<file path="src/rtl/vga_sync_generator.sv">
// Vertical line counter and registered 640x480@60 Hz sync/blanking/coordinate decode,
// driven by an external horizontal counter. Malformed horizontal timing raises a sticky error.
module vga_sync_generator #(
  parameter int unsigned H_VISIBLE = 640,
  parameter int unsigned H_FRONT   = 16,
  parameter int unsigned H_SYNC    = 96,
  parameter int unsigned H_BACK    = 48,
  parameter int unsigned V_VISIBLE = 480,
  parameter int unsigned V_FRONT   = 10,
  parameter int unsigned V_SYNC    = 2,
  parameter int unsigned V_BACK    = 33
) (
  input  logic        clk_25MHz,
  input  logic        reset,
  input  logic        enable_v_counter,
  input  logic [15:0] h_count_value,
  output logic [15:0] v_count_value,
  output logic        hsync,
  output logic        vsync,
  output logic        video_on,
  output logic [9:0]  pixel_x,
  output logic [9:0]  pixel_y,
  output logic        frame_start,
  output logic        timing_error
);

  localparam logic [15:0] H_TOTAL  = 16'(H_VISIBLE + H_FRONT + H_SYNC + H_BACK);
  localparam logic [15:0] H_VIS    = 16'(H_VISIBLE);
  localparam logic [15:0] HS_START = 16'(H_VISIBLE + H_FRONT);
  localparam logic [15:0] HS_END   = 16'(H_VISIBLE + H_FRONT + H_SYNC);
  localparam logic [15:0] V_TOTAL  = 16'(V_VISIBLE + V_FRONT + V_SYNC + V_BACK);
  localparam logic [15:0] V_VIS    = 16'(V_VISIBLE);
  localparam logic [15:0] VS_START = 16'(V_VISIBLE + V_FRONT);
  localparam logic [15:0] VS_END   = 16'(V_VISIBLE + V_FRONT + V_SYNC);

  logic [15:0] v_count_q, v_count_d, v_next, v_line;
  logic        hsync_q, hsync_d;
  logic        vsync_q, vsync_d;
  logic        video_q, video_d;
  logic [9:0]  pixel_x_q, pixel_x_d;
  logic [9:0]  pixel_y_q, pixel_y_d;
  logic        frame_q, frame_d;
  logic        error_q, error_d;
  logic        h_valid;

  always_comb begin
    v_next    = (v_count_q == V_TOTAL - 16'd1) ? 16'd0 : v_count_q + 16'd1;
    v_count_d = enable_v_counter ? v_next : v_count_q;
    // Decode against the line being entered so h=0 already sees the new line.
    v_line    = v_count_d;
    h_valid   = h_count_value < H_TOTAL;

    hsync_d   = !(h_valid && (h_count_value >= HS_START) && (h_count_value < HS_END));
    vsync_d   = !((v_line >= VS_START) && (v_line < VS_END));
    video_d   = h_valid && (h_count_value < H_VIS) && (v_line < V_VIS);
    pixel_x_d = video_d ? h_count_value[9:0] : 10'd0;
    pixel_y_d = video_d ? v_line[9:0] : 10'd0;
    frame_d   = (h_count_value == 16'd0) && (v_line == 16'd0);
    error_d   = error_q || !h_valid || (enable_v_counter && (h_count_value != 16'd0));
  end

  always_ff @(posedge clk_25MHz) begin
    if (reset) begin
      v_count_q <= 16'd0;
      hsync_q   <= 1'b1;
      vsync_q   <= 1'b1;
      video_q   <= 1'b0;
      pixel_x_q <= 10'd0;
      pixel_y_q <= 10'd0;
      frame_q   <= 1'b0;
      error_q   <= 1'b0;
    end else begin
      v_count_q <= v_count_d;
      hsync_q   <= hsync_d;
      vsync_q   <= vsync_d;
      video_q   <= video_d;
      pixel_x_q <= pixel_x_d;
      pixel_y_q <= pixel_y_d;
      frame_q   <= frame_d;
      error_q   <= error_d;
    end
  end

  assign v_count_value = v_count_q;
  assign hsync         = hsync_q;
  assign vsync         = vsync_q;
  assign video_on      = video_q;
  assign pixel_x       = pixel_x_q;
  assign pixel_y       = pixel_y_q;
  assign frame_start   = frame_q;
  assign timing_error  = error_q;

endmodule
</file>
<file path="config.mk">
export PLATFORM = sky130hd
export DESIGN_NAME = vga_sync_generator
export DESIGN_NICKNAME = d
export VERILOG_FILES = /design/src/rtl/vga_sync_generator.sv
export SDC_FILE = /design/constraint.sdc
export NUM_CORES = 1
export LEC_CHECK = 0
export ABC_CLOCK_PERIOD_IN_PS = 3800
export BUFFER_PORTS_ARGS = -buffer_cell sky130_fd_sc_hd__buf_4
export CORE_ASPECT_RATIO = 1.5
export CORE_MARGIN = 2
export CORE_UTILIZATION = 49
export DETAILED_ROUTE_END_ITERATION = 16
export PLACE_DENSITY = 0.74
export RECOVER_POWER = 50
export SLEW_MARGIN = 10
export SYNTH_ARGS = -nofsm -noshare
export SYNTH_HDL_FRONTEND = slang
export SYNTH_SLANG_ARGS = --single-unit
</file>
<file path="constraint.sdc">
create_clock -name clk_25MHz -period 3.8 [get_ports clk_25MHz]
set_input_delay 0.19 -clock clk_25MHz [delete_from_list [all_inputs] [get_ports clk_25MHz]]
set_output_delay 0.19 -clock clk_25MHz [all_outputs]
set_load 0.005 [all_outputs]
</file>
==> impl_metrics.json <==
{
  "status": "finished, final reports clean",
  "drt_iter0_markers": 32,
  "placed_cell_area_mm2": 0.00232,
  "area_delta_synth_final_pct": 26.1,
  "fin_nets": 290,
  "numCtsBuffers": 5,
  "final_antenna_net_count": 0,
  "via_per_inst": 5.54,
  "yosys_warnings": 0,
  "synth_area_leaders": "dfxtp_1 43%, xnor2_1 5.1%, nor2_1 4.9%, and2_1 4.0%, nor3_1 3.2%",
  "grt.overflow.total": 0,
  "core.rowCount": 27,
  "syn_avg_cell_area_um2": 8.78,
  "gp_congestion": 0.867,
  "startpoint": "v_count_value[2]",
  "p_int_mw": 0.586,
  "setup_viol": 0,
  "ys_async_sr_fraction_pct": 0,
  "grt_pass1_vias": 1577,
  "hold_depth": 2,
  "diodes": 0,
  "crit_type": "register to register",
  "critPathRequiredTime_ns": 3.98,
  "io_pins": 60,
  "netlist_area_mm2": 0.00190,
  "postLayoutCellArea_mm2": 0.00239,
  "dpl.hpwl_um": 3650,
  "pwr-share-clk_pct": 36.9,
  "synth-edff-count": 0,
  "p_comb_share_pct": 6.3,
  "clk-insertion-delay-late_ns": 0.30,
  "fin_skew_ns": 0.00399,
  "r2r_slack_ns": 1.23,
  "finalHoldViolCount": 0,
  "slew_headroom_pct": 56.1,
  "cts.clk_slew.worst_paths_ns": 0.08,
  "sw_frac_of_total_pct": 23.5,
  "power_per_cell_area_mw_per_mm2": 320,
  "tightest_slew_ns": 0.653,
  "detail_route.first_pass.iterations": 4,
  "cts_resized": 0,
  "cp_max_fo": 10,
  "min_to": "pixel_x[1]",
  "synthDistinctLibCells": 49,
  "hold_path_class": "input pin to register",
  "timing.rr.end": "vsync",
  "post_cts_buffers": 0,
  "synth_commonest_cells": "41 x dfxtp_1, 25 x nor2_1, 12 x and2_1, 12 x nand2_1, 12 x nor3_1",
  "synth_largest_area_cell": "dfxtp_1",
  "yosysMostFrequentCell": "dfxtp_1",
  "synth_flop_cell": "dfxtp_1",
  "die_area_mm2": 0.00439,
  "end_kind": "register",
  "synthesis.nets": 237,
  "min_period_ns": 2.57,
  "drive_above_1_share_pct": 26.7,
  "wl_per_cell_um": 15.0,
  "worstSetupStartpointType": "register",
  "ys_seq_area_share_pct": 43.3,
  "dieWidth_um": 54.8,
  "cts_root_buf": "clkbuf_8",
  "vias": 1733,
  "cts_hold_buffers": 0,
  "final_max_slew_viol_count": 0,
  "cts_tree": "built",
  "power_switching_mw": 0.180,
  "fin_tns_setup_ns": 0,
  "r2r-start": "v_count_value[2]",
  "htree_levels": 2,
  "crit_arrival_ns": 2.75,
  "cts_buffer_depth": 2,
  "io_buffers": 59,
  "grt_pass1_wl_um": 7350,
  "drc_errors": 0,
  "synth_seq_cells": 41,
  "initial_utilization_pct": 51.5,
  "antenna_found_initial": 0,
  "power_frac_seq_pct": 56.8,
  "cts.sinks": 41,
  "yosys.area.top_type_share_pct": 43.3,
  "cap_violations": 0,
  "rsz0062_at_grt": "false",
  "core_area_mm2": 0.00368,
  "grt_max_degree": 16,
  "rr_worst_depth": 6,
  "syn_inst": 216,
  "p_leak_nw": 0.921,
  "ir_drop_uv": 248,
  "hp-start": "h_count_value[1]",
  "grt_use_total_pct": 23.4,
  "routed_wirelength_um": 4700,
  "fin_crit_sh_pct": 67.7,
  "die_height_um": 80.2,
  "clock.fmax_mhz": 389
}
-- registers in the layout, summed over array words and instances, names as in the netlist --
signal	count
pixel_y	10
frame_start	1
v_count_value	16
vsync	1
video_on	1
timing_error	1
pixel_x	10
hsync	1
-- metrics by stage --
step                util, %  power, mW  worst slack, ns  std cells  hold WS, ns
CTS                    65.5      0.774             1.24        313       0.0972
finish                 65.0      0.766             1.23        313        0.100
floorplan                 -      0.465             1.55        216        0.264
detailed placement     63.1      0.494             1.28        305        0.408
global placement       63.1      0.494             1.33        305        0.401
global route           65.0      0.798             1.11        313       0.0968
-- cells in the final DEF (no fill, tap or decap), types with 2 or more instances in the layout --
| cell | synthesis | routed |
|---|---|---|
| a21oi_1 | 5 | 5 |
| and2_1 | 12 | 12 |
| buf_4 | 5 | 20 |
| clkbuf_1 | 6 | 6 |
| clkbuf_4 | 0 | 34 |
| clkbuf_8 | 0 | 5 |
| clkinvlp_4 | 0 | 2 |
| dfxtp_1 | 41 | 41 |
| ha_1 | 2 | 2 |
| inv_1 | 6 | 6 |
| nand2_1 | 12 | 12 |
| nand2b_1 | 3 | 3 |
| nand3_1 | 10 | 10 |
| nand3_2 | 2 | 2 |
| nand3b_1 | 3 | 3 |
| nand4_1 | 5 | 5 |
| nor2_1 | 25 | 25 |
| nor3_1 | 12 | 12 |
| nor3b_1 | 2 | 2 |
| nor4_1 | 8 | 8 |
| nor4_2 | 2 | 2 |
| nor4bb_1 | 2 | 2 |
| o21a_1 | 2 | 2 |
| o21ai_0 | 5 | 5 |
| o32ai_1 | 2 | 2 |
| or2_2 | 2 | 2 |
| or3_1 | 2 | 2 |
| or4_1 | 2 | 2 |
| xnor2_1 | 11 | 11 |
| xor2_1 | 4 | 4 |
-- layout make-up --
type | instances | area (um^2)
Fill cell | 348 | 1290
Multi-Input combinational cell | 155 | 980
Sequential cell | 41 | 821
Timing Repair Buffer | 59 | 424
Clock buffer | 6 | 72.6
Tap cell | 43 | 53.8
Inverter | 7 | 26.3
Clock inverter | 2 | 15.0
-- power by group through the flow --
stage	clock, mW	sequential [mW]	combinational [mW]
final	0.283	0.435	0.0485
after CTS	0.290	0.435	0.0490
after floorplan	0	0.445	0.0204
after global placement	0	0.445	0.0487
after detailed placement	0	0.445	0.0489
after global routing	0.309	0.436	0.0535
-- worst max-delay path, cell delays in order (launching register included) --
cell,delay (ns)
dfxtp_1,0.55
nand2_1,0.24
or4_4,0.62
o21a_1,0.24
nor2_2,0.16
nand3_1,0.14
or4_1,0.50
-- worst max-delay path by stage --
stage          endpoint  slack, ns  cells after the start
2_1_floorplan     vsync       1.55                      7
3_3_place_gp      vsync       1.33                      6
3_5_place_dp      vsync       1.28                      6
4_1_cts           vsync       1.24                      6
5_1_grt           vsync       1.11                      6
6_report          vsync       1.23                      6
-- kinds of logic (layout without fill, tap and decap cells) --
family / Yosys count / count (layout) / share of synthesized area (%)
AO/OA/AOI/OAI: 24 / 24 / 8.64
XOR/XNOR: 15 / 15 / 6.93
multiplexers: 1 / 1 / 0.528
buffers and inverters: 20 / 74 / 5.08
flip-flops: 41 / 41 / 43.3
adder cells (fa/ha/maj): 2 / 2 / 1.32
other: 1 / 1 / 0.198
AND/OR/NAND/NOR: 112 / 112 / 34.0
-- layer usage --
layer	vias up	wire length, um	GRT usage, %
met5	-	0	0
met4	0	87	9.00
met3	10	224	6.13
met2	52	2620	41.8
met1	814	1770	24.6
li1	857	-	-
Note: power is estimated with default switching activity, not from simulation.
